<file path="config.mk">
export PLATFORM = sky130hd
export DESIGN_NAME = multi_rgb_pwm_flat
export DESIGN_NICKNAME = d
export VERILOG_FILES = /design/src/rtl/multi_rgb_pwm_if.sv /design/src/rtl/multi_rgb_pwm.sv /design/src/flat_wrapper.sv
export SDC_FILE = /design/constraint.sdc
export NUM_CORES = 1
export LEC_CHECK = 0
export CORE_MARGIN = 3
export CORE_UTILIZATION = 25
export DETAILED_ROUTE_END_ITERATION = 10
export GPL_ROUTABILITY_DRIVEN = 0
export PLACE_DENSITY = 0.42
export SYNTH_ARGS = -nofsm -noshare
export SYNTH_HDL_FRONTEND = slang
export SYNTH_SLANG_ARGS = --single-unit
</file>
<file path="constraint.sdc">
create_clock -name clk -period 7.5 [get_ports clk]
set_input_delay 1.5 -clock clk [delete_from_list [all_inputs] [get_ports clk]]
set_output_delay 1.5 -clock clk [all_outputs]
set_load 0.01 [all_outputs]
</file>
<file path="src/rtl/multi_rgb_pwm_if.sv">
// Control and PWM pin bundle for the multi-channel RGB PWM engine.
// master drives the mode and colour controls; slave is the engine itself.
interface multi_rgb_pwm_if #(
   parameter int R   = 8,
   parameter int NCH = 2
);
   logic [1:0]           mode;
   logic [3*R-1:0]       static_rgb;
   logic [NCH*(R+3)-1:0] hue_offset;
   logic [NCH-1:0]       pwm_r_out;
   logic [NCH-1:0]       pwm_g_out;
   logic [NCH-1:0]       pwm_b_out;
   logic                 period_start;

   modport master (
      output mode, static_rgb, hue_offset,
      input  pwm_r_out, pwm_g_out, pwm_b_out, period_start
   );

   modport slave (
      input  mode, static_rgb, hue_offset,
      output pwm_r_out, pwm_g_out, pwm_b_out, period_start
   );
endinterface

</file>
<file path="src/rtl/multi_rgb_pwm.sv">
// NCH-channel RGB PWM engine: shared prescaler, PWM counter, gradient timer,
// hue and breathe brightness; each channel maps its hue offset to duties.
module multi_rgb_pwm_ch #(
   parameter int R = 8
) (
   input  logic           clk,
   input  logic           rst,
   input  logic           boundary,
   input  logic [1:0]     mode,
   input  logic [3*R-1:0] static_rgb,
   input  logic [R+2:0]   hue,
   input  logic [R+2:0]   offset,
   input  logic [R-1:0]   bv,
   input  logic [R-1:0]   cnt,
   output logic           pwm_r,
   output logic           pwm_g,
   output logic           pwm_b
);
   localparam int XW = R + 4;
   localparam logic [XW-1:0] HMOD = XW'(6 * (2**R));
   localparam logic [R-1:0]  M    = '1;

   logic [XW-1:0] off_x, sum_x;
   logic [3:0]    seg;
   logic [R-1:0]  lvl, sr, sg, sb;
   logic [R-1:0]  wr, wg, wb;
   logic [R-1:0]  dr, dg, db;
   logic [R-1:0]  lat_r, lat_g, lat_b;

   function automatic logic [R-1:0] scale(input logic [R-1:0] a, input logic [R-1:0] b);
      logic [2*R-1:0] p;
      p = {{R{1'b0}}, a} * {{R{1'b0}}, b};
      return R'(p >> R);
   endfunction

   assign {sr, sg, sb} = static_rgb;

   // Offset is at most one wheel length too large, and so is H + offset.
   always_comb begin
      off_x = {1'b0, offset};
      if (off_x >= HMOD) off_x = off_x - HMOD;
      sum_x = {1'b0, hue} + off_x;
      if (sum_x >= HMOD) sum_x = sum_x - HMOD;
   end

   assign seg = sum_x[XW-1:R];
   assign lvl = sum_x[R-1:0];

   always_comb begin
      wr = M;
      wg = '0;
      wb = M - lvl;
      case (seg)
         4'd0: begin wr = M;       wg = lvl;     wb = '0;  end
         4'd1: begin wr = M - lvl; wg = M;       wb = '0;  end
         4'd2: begin wr = '0;      wg = M;       wb = lvl; end
         4'd3: begin wr = '0;      wg = M - lvl; wb = M;   end
         4'd4: begin wr = lvl;     wg = '0;      wb = M;   end
         default: ;
      endcase
   end

   always_comb begin
      dr = '0;
      dg = '0;
      db = '0;
      case (mode)
         2'd1: begin dr = sr; dg = sg; db = sb; end
         2'd2: begin dr = wr; dg = wg; db = wb; end
         2'd3: begin dr = scale(sr, bv); dg = scale(sg, bv); db = scale(sb, bv); end
         default: ;
      endcase
   end

   always_ff @(posedge clk or posedge rst) begin
      if (rst) begin
         lat_r <= '0;
         lat_g <= '0;
         lat_b <= '0;
         pwm_r <= 1'b0;
         pwm_g <= 1'b0;
         pwm_b <= 1'b0;
      end else begin
         if (boundary) begin
            lat_r <= dr;
            lat_g <= dg;
            lat_b <= db;
         end
         pwm_r <= (cnt < lat_r);
         pwm_g <= (cnt < lat_g);
         pwm_b <= (cnt < lat_b);
      end
   end
endmodule

module multi_rgb_pwm #(
   parameter int R           = 8,
   parameter int NCH         = 2,
   parameter int DVSR        = 488,
   parameter int GRAD_THRESH = 1_000_000
) (
   input logic           clk,
   input logic           rst,
   multi_rgb_pwm_if.slave bus
);
   localparam int PW = (DVSR > 1) ? $clog2(DVSR) : 1;
   localparam int GW = (GRAD_THRESH > 1) ? $clog2(GRAD_THRESH) : 1;
   localparam int HW = R + 3;
   localparam logic [PW-1:0] PRE_LAST  = PW'(DVSR - 1);
   localparam logic [GW-1:0] GRAD_LAST = GW'(GRAD_THRESH - 1);
   localparam logic [HW-1:0] H_LAST    = HW'(6 * (2**R) - 1);
   localparam logic [R-1:0]  M         = '1;
   localparam logic [R-1:0]  BV_TOP_M1 = R'(2**R - 2);
   localparam logic [R-1:0]  BV_ONE    = R'(1);
   localparam logic [1:0]    MODE_RAINBOW = 2'd2;
   localparam logic [1:0]    MODE_BREATHE = 2'd3;

   typedef enum logic {DIR_UP, DIR_DOWN} dir_e;

   logic [PW-1:0]  pre_q;
   logic [GW-1:0]  grad_q;
   logic [R-1:0]   cnt_q;
   logic [HW-1:0]  hue_q;
   logic [R-1:0]   bv_q, bv_d;
   dir_e           dir_q, dir_d;
   logic           tick, step, boundary, ps_q;
   logic [NCH-1:0] pr, pg, pb;

   assign tick     = (pre_q == PRE_LAST);
   assign step     = (grad_q == GRAD_LAST);
   assign boundary = tick && (cnt_q == M);

   always_ff @(posedge clk or posedge rst) begin
      if (rst) begin
         pre_q  <= '0;
         grad_q <= '0;
         cnt_q  <= '0;
         hue_q  <= '0;
         ps_q   <= 1'b0;
      end else begin
         pre_q  <= tick ? '0 : pre_q + 1'b1;
         grad_q <= step ? '0 : grad_q + 1'b1;
         if (tick) cnt_q <= cnt_q + 1'b1;
         if (step && bus.mode == MODE_RAINBOW)
            hue_q <= (hue_q == H_LAST) ? '0 : hue_q + 1'b1;
         ps_q   <= boundary;
      end
   end

   // Breathe triangle; any other mode parks it at 0 heading up.
   always_ff @(posedge clk or posedge rst) begin
      if (rst) begin
         bv_q  <= '0;
         dir_q <= DIR_UP;
      end else begin
         bv_q  <= bv_d;
         dir_q <= dir_d;
      end
   end

   always_comb begin
      bv_d  = bv_q;
      dir_d = dir_q;
      if (bus.mode != MODE_BREATHE) begin
         bv_d  = '0;
         dir_d = DIR_UP;
      end else if (step) begin
         case (dir_q)
            DIR_UP: begin
               bv_d = bv_q + 1'b1;
               if (bv_q == BV_TOP_M1) dir_d = DIR_DOWN;
            end
            DIR_DOWN: begin
               bv_d = bv_q - 1'b1;
               if (bv_q == BV_ONE) dir_d = DIR_UP;
            end
            default: ;
         endcase
      end
   end

   for (genvar gi = 0; gi < NCH; gi++) begin : g_ch
      multi_rgb_pwm_ch #(.R(R)) u_ch (
         .clk        (clk),
         .rst        (rst),
         .boundary   (boundary),
         .mode       (bus.mode),
         .static_rgb (bus.static_rgb),
         .hue        (hue_q),
         .offset     (bus.hue_offset[gi*HW +: HW]),
         .bv         (bv_q),
         .cnt        (cnt_q),
         .pwm_r      (pr[gi]),
         .pwm_g      (pg[gi]),
         .pwm_b      (pb[gi])
      );
   end

   assign bus.pwm_r_out    = pr;
   assign bus.pwm_g_out    = pg;
   assign bus.pwm_b_out    = pb;
   assign bus.period_start = ps_q;
endmodule

</file>
<file path="src/flat_wrapper.sv">
// flat-port wrapper written by rule: the top's interface ports become plain ports
module multi_rgb_pwm_flat 
#(
   parameter int R           = 8,
   parameter int NCH         = 2,
   parameter int DVSR        = 488,
   parameter int GRAD_THRESH = 1_000_000
)
  (clk, rst, bus_mode, bus_static_rgb, bus_hue_offset, bus_pwm_r_out, bus_pwm_g_out, bus_pwm_b_out, bus_period_start);
  multi_rgb_pwm_if #(.R(R), .NCH(NCH)) bus_i ();
  input logic clk;
  input logic rst;
  input wire logic [$bits(bus_i.mode)-1:0] bus_mode;
  input wire logic [$bits(bus_i.static_rgb)-1:0] bus_static_rgb;
  input wire logic [$bits(bus_i.hue_offset)-1:0] bus_hue_offset;
  output wire logic [$bits(bus_i.pwm_r_out)-1:0] bus_pwm_r_out;
  output wire logic [$bits(bus_i.pwm_g_out)-1:0] bus_pwm_g_out;
  output wire logic [$bits(bus_i.pwm_b_out)-1:0] bus_pwm_b_out;
  output wire logic [$bits(bus_i.period_start)-1:0] bus_period_start;
  assign bus_i.mode = bus_mode;
  assign bus_i.static_rgb = bus_static_rgb;
  assign bus_i.hue_offset = bus_hue_offset;
  assign bus_pwm_r_out = bus_i.pwm_r_out;
  assign bus_pwm_g_out = bus_i.pwm_g_out;
  assign bus_pwm_b_out = bus_i.pwm_b_out;
  assign bus_period_start = bus_i.period_start;
  multi_rgb_pwm #(.R(R), .NCH(NCH), .DVSR(DVSR), .GRAD_THRESH(GRAD_THRESH)) u_core (.clk(clk), .rst(rst), .bus(bus_i));
endmodule
</file>
==> run_results.csv <==
group,metric,value,unit
outcome,outcome,"finished clean",
pwr,max-vdd-ir-drop,0.1177,mV
layout,final_common_cell,"sky130_fd_sc_hd__inv_1",
die,fp-row-count,87,
synth,largest_cells_by_area_after_synthesis,"sky130_fd_sc_hd__dfrtp_1 (19%), sky130_fd_sc_hd__ha_1 (15%), sky130_fd_sc_hd__fa_1 (15%)",
layout,nFillCells,6098,
synth,post_synth_fa_ha_maj_area_fraction,29.76,%
synth,synth_fp_nets,2036,
synth,combinational_family_with_the_most_area_after_synthesis,"adder cells",
worst_setup_path,timing.critical_path.fanout_max,9,
synth,yosysWarningCount,0,
worst_setup_path,reg2reg_from,"u_core.bv_q[3]",
clock_tree,cts_buffer_depth,2,
worst_setup_path,r2r_end,"u_core.g_ch[0].u_ch.lat_b[7]",
place,placement.io_buffers,56,
pwr,p_leak,7.599,nW
worst_setup_path,critPathCapture,"u_core.g_ch[1].u_ch.lat_r[4]",
clock_tree,tritoncts_num_sinks,112,
sta,drv_slew,0,
worst_setup_path,cp.arrival,6.78,ns
synth,synth_xor_area_share,4.406,%
clock_tree,clk-insertion-delay-late,0.38,ns
die,die-area,0.06097,mm2
route,route.detailed.wl_per_inst,17.58,um
layout,proportion_of_layout_cells_with_a_drive_suffix_above_1,5.530,%
die,ios,57,
synth,synth.mux.area_fraction,1.431,%
synth,synth_largest_area_cell,"sky130_fd_sc_hd__dfrtp_1",
route,dr.pass1.iters,5,
sta,setup_violations,0,
die,die_height,246.9,um
die,core-area,0.05693,mm2
synth,synth_flop_cell,"sky130_fd_sc_hd__dfrtp_1",
route,drt.antenna.violating_nets,0,
synth,synth_cell_types,98,
run,timing.max_cap.violations,0,
synth,yosys.area_share.simple,20.24,%
worst_setup_path,worst_path_dominant_cell_family,"adder cells",
sta,grt_setup_unrepaired,"false",
global_route,gr-total-overflow,0,
sta,finalSetupTns,0,ns
sta,fmax,0.1526,GHz
worst_setup_path,cp-end-kind,"flip-flop",
clock_tree,cts_max_level,3,
sta,clock_skew,0.009439,ns
clock_tree,clk_root_buffer_cell,"sky130_fd_sc_hd__clkbuf_16",
global_route,grt_max_degree,63,
route,drt_iter0_markers,633,
route,dr_total_vias,11920,
route,detail_route.vias_per_cell,4.814,
worst_setup_path,critPathKind,"input pin to flip-flop",
sta,timing_worst_slew_pin_value,1.197,ns
layout,syn2layout_area_growth,10.94,%
synth,synth-edff-count,0,
place,dp_worst_setup_slack,0.5423,ns
clock_tree,cts_tree,"built",
synth,sequential_area_share_after_synthesis,19.31,%
synth,syn-cell-area,0.01451,mm2
worst_setup_path,worst_path_most_repeated_cell,"sky130_fd_sc_hd__fa_1",
clock_tree,cts-hold-fix-buffers,0,
synth,postSynthCellCount,1705,
worst_setup_path,max_stage_delay,0.79,ns
global_route,gr-usage-all-layers,14.87,%
synth,synth_compound_area_share,15.68,%
synth,synth_async_sr_flop_share,100.0,%
worst_setup_path,start_kind,"input pin",
worst_setup_path,crit_path_cell_count,18,
worst_setup_path,rr_worst_depth,16,
global_route,first_global_vias,12230,
worst_setup_path,r2r_slack,1.65,ns
clock_tree,cts.repair.resized,0,
worst_setup_path,cp_cell_sequence,"clkdlybuf4s50_1 -> nand2_1 -> fa_1 -> inv_1 -> fa_1 -> inv_1 -> fa_1 -> inv_1 -> fa_1 -> ha_1 -> and3_1 -> a211oi_1 -> o21ai_0 -> a21oi_1 -> xor2_1 -> o22ai_1 -> a211oi_1 -> o211ai_1",
clock_tree,cts_setup_buffers,0,
clock_tree,path_clk_slew,0.08,ns
layout,design.final.nets,2044,
die,die_width,246.9,um
hold_path,min_path_type,"flip-flop to flip-flop",
worst_setup_path,crit_buf_inv,4,
worst_setup_path,required,7.73,ns
pwr,power-per-cell-area,87.93,mW/mm2
sta,layout_setup_ws,0.9474,ns
place,place.detailed.hpwl,33.61,mm
layout,mostFrequentLayoutCells,"sky130_fd_sc_hd__inv_1 (238), sky130_fd_sc_hd__nand2_1 (181), sky130_fd_sc_hd__ha_1 (174), sky130_fd_sc_hd__dfrtp_1 (112), sky130_fd_sc_hd__fa_1 (107)",
worst_setup_path,slowest_stage,"sky130_fd_sc_hd__clkdlybuf4s50_1",
route,route.detailed.drc,0,
synth,synth-seq-cells,112,
sta,final_hold_viol_count,0,
sta,fin_crit_sh,87.37,%
clock_tree,cts-buffers-inserted,9,
global_route,grt_first_pass_wirelength,70.84,mm
sta,relative_slew_slack,19.93,%
die,floorplan.initialDensity,25.49,%
route,wl,43.51,mm
synth,synthesis.area_per_instance,8.511,um2
global_route,antenna_found_initial,0,
synth,synthDominantCellAreaShare,19.31,%
sta,finalWorstPathRequiredPeriod,6.553,ns
worst_setup_path,worst_setup_path_startpoint,"bus_static_rgb[20]",
[final cells by class]
cell class                 count  area (um2)  area share, %
inverter                     242       915.9          5.689
antenna                        1       2.502        0.01554
clock inverter                 6       75.07         0.4663
tap                          756       945.9          5.875
multi-input combinational   1269       10390          64.51
timing repair buffer          79       733.2          4.554
clock buffer                  10       239.0          1.484
sequential                   112        2803          17.41
[layer usage]
metal | part of all wire, % | GRT usage, %
met1 | 48 | 20.56
met2 | 48 | 24.91
met3 | 2.8 | 1.854
met4 | 1.5 | 2.952
met5 | 0 | 0
[worst reg2reg max path: stages, from the launching register on]
cell	delay, ns
sky130_fd_sc_hd__dfrtp_1	0.86
sky130_fd_sc_hd__buf_4	0.35
sky130_fd_sc_hd__nand2_1	0.11
sky130_fd_sc_hd__fa_1	0.43
sky130_fd_sc_hd__fa_1	0.56
sky130_fd_sc_hd__fa_1	0.45
sky130_fd_sc_hd__fa_1	0.55
sky130_fd_sc_hd__inv_1	0.04
sky130_fd_sc_hd__ha_1	0.21
sky130_fd_sc_hd__or4_1	0.59
sky130_fd_sc_hd__a41oi_1	0.41
sky130_fd_sc_hd__o21ai_0	0.17
sky130_fd_sc_hd__o41a_1	0.34
sky130_fd_sc_hd__xnor2_1	0.13
sky130_fd_sc_hd__mux2i_1	0.13
sky130_fd_sc_hd__nor2_1	0.09
sky130_fd_sc_hd__a211o_1	0.31
[through the flow]
stage                     cell area [um2]  cells  total power (W)  util (%)  hold slack, ns
final                               16100   2475         0.001416     28.28          0.4688
after global placement              15780   2458        0.0008902     27.72          0.4568
after floorplan                     14510   1705        0.0007953         -          0.4376
after CTS                           16100   2474         0.001442     28.27          0.4752
after detailed placement            15780   2458        0.0008900     27.72          0.4581
after global routing                16100   2474         0.001497     28.27          0.4921
[flip-flops by register name (all words and copies together) (netlist names)]
name and count:
u_core.grad_q 20, u_core.g_ch.u_ch.lat_b 16, u_core.g_ch.u_ch.lat_g 16, u_core.g_ch.u_ch.lat_r 16, u_core.hue_q 11, u_core.pre_q 9
u_core.bv_q 8, u_core.cnt_q 8, u_core.g_ch.u_ch.pwm_b 2, u_core.g_ch.u_ch.pwm_g 2, u_core.g_ch.u_ch.pwm_r 2, u_core.bus.period_start 1
u_core.dir_q 1
[report_power, final]
part	leakage [nW]	internal, W	total (W)	switching, W
Sequential	1.43	0.000609	0.000614	0.00000429
Combinational	6.02	0.0000956	0.000265	0.000170
Clock	0.152	0.000274	0.000537	0.000262
Total	7.60	0.000979	0.00142	0.000436
[worst min path at each step]
stage | slack [ns] | cells past startpoint | to | from
detailed placement | 0.46 | 1 | u_core.grad_q[4] | u_core.grad_q[4]
global route | 0.49 | 1 | u_core.grad_q[4] | u_core.grad_q[4]
floorplan | 0.44 | 1 | u_core.grad_q[4] | u_core.grad_q[4]
finish | 0.47 | 1 | u_core.grad_q[4] | u_core.grad_q[4]
CTS | 0.48 | 1 | u_core.grad_q[4] | u_core.grad_q[4]
global placement | 0.46 | 1 | u_core.grad_q[4] | u_core.grad_q[4]
[synth_stat cells (5+ instances only)]
library cell / instances
sky130_fd_sc_hd__clkbuf_1: 58
sky130_fd_sc_hd__nor2b_1: 16
sky130_fd_sc_hd__xor2_1: 28
sky130_fd_sc_hd__o211ai_1: 13
sky130_fd_sc_hd__nor4_1: 11
sky130_fd_sc_hd__a211oi_1: 12
sky130_fd_sc_hd__nand2b_1: 17
sky130_fd_sc_hd__a21oi_1: 77
sky130_fd_sc_hd__clkbuf_8: 5
sky130_fd_sc_hd__buf_2: 6
sky130_fd_sc_hd__o21bai_1: 6
sky130_fd_sc_hd__dfrtp_1: 112
sky130_fd_sc_hd__nor2_1: 83
sky130_fd_sc_hd__xnor2_1: 45
sky130_fd_sc_hd__fa_1: 107
sky130_fd_sc_hd__a221o_1: 16
sky130_fd_sc_hd__nand3_1: 46
sky130_fd_sc_hd__and2_1: 82
sky130_fd_sc_hd__a21o_1: 27
sky130_fd_sc_hd__nand2_1: 181
sky130_fd_sc_hd__o21a_1: 9
sky130_fd_sc_hd__or2_2: 5
sky130_fd_sc_hd__o21ai_0: 64
sky130_fd_sc_hd__nand4_1: 22
sky130_fd_sc_hd__nand3b_1: 5
sky130_fd_sc_hd__mux2_2: 6
sky130_fd_sc_hd__nor3_1: 32
sky130_fd_sc_hd__buf_4: 8
sky130_fd_sc_hd__mux2i_1: 14
sky130_fd_sc_hd__inv_1: 239
sky130_fd_sc_hd__a41oi_1: 5
sky130_fd_sc_hd__nand4b_1: 6
sky130_fd_sc_hd__a221oi_1: 8
sky130_fd_sc_hd__ha_1: 174
sky130_fd_sc_hd__or3_1: 16
sky130_fd_sc_hd__a31oi_1: 10
sky130_fd_sc_hd__and3_1: 15
[cells by family (layout without fill, tap and decap cells)]
family | count (synthesis) | in the layout
multiplexers | 20 | 20
AO/OA/AOI/OAI | 323 | 323
flip-flops | 112 | 112
XOR/XNOR | 73 | 73
AND/OR/NAND/NOR | 572 | 572
buffers and inverters | 324 | 337
other | 0 | 1
adder cells (fa/ha/maj) | 281 | 281
Power figures use the tool's default switching activity.
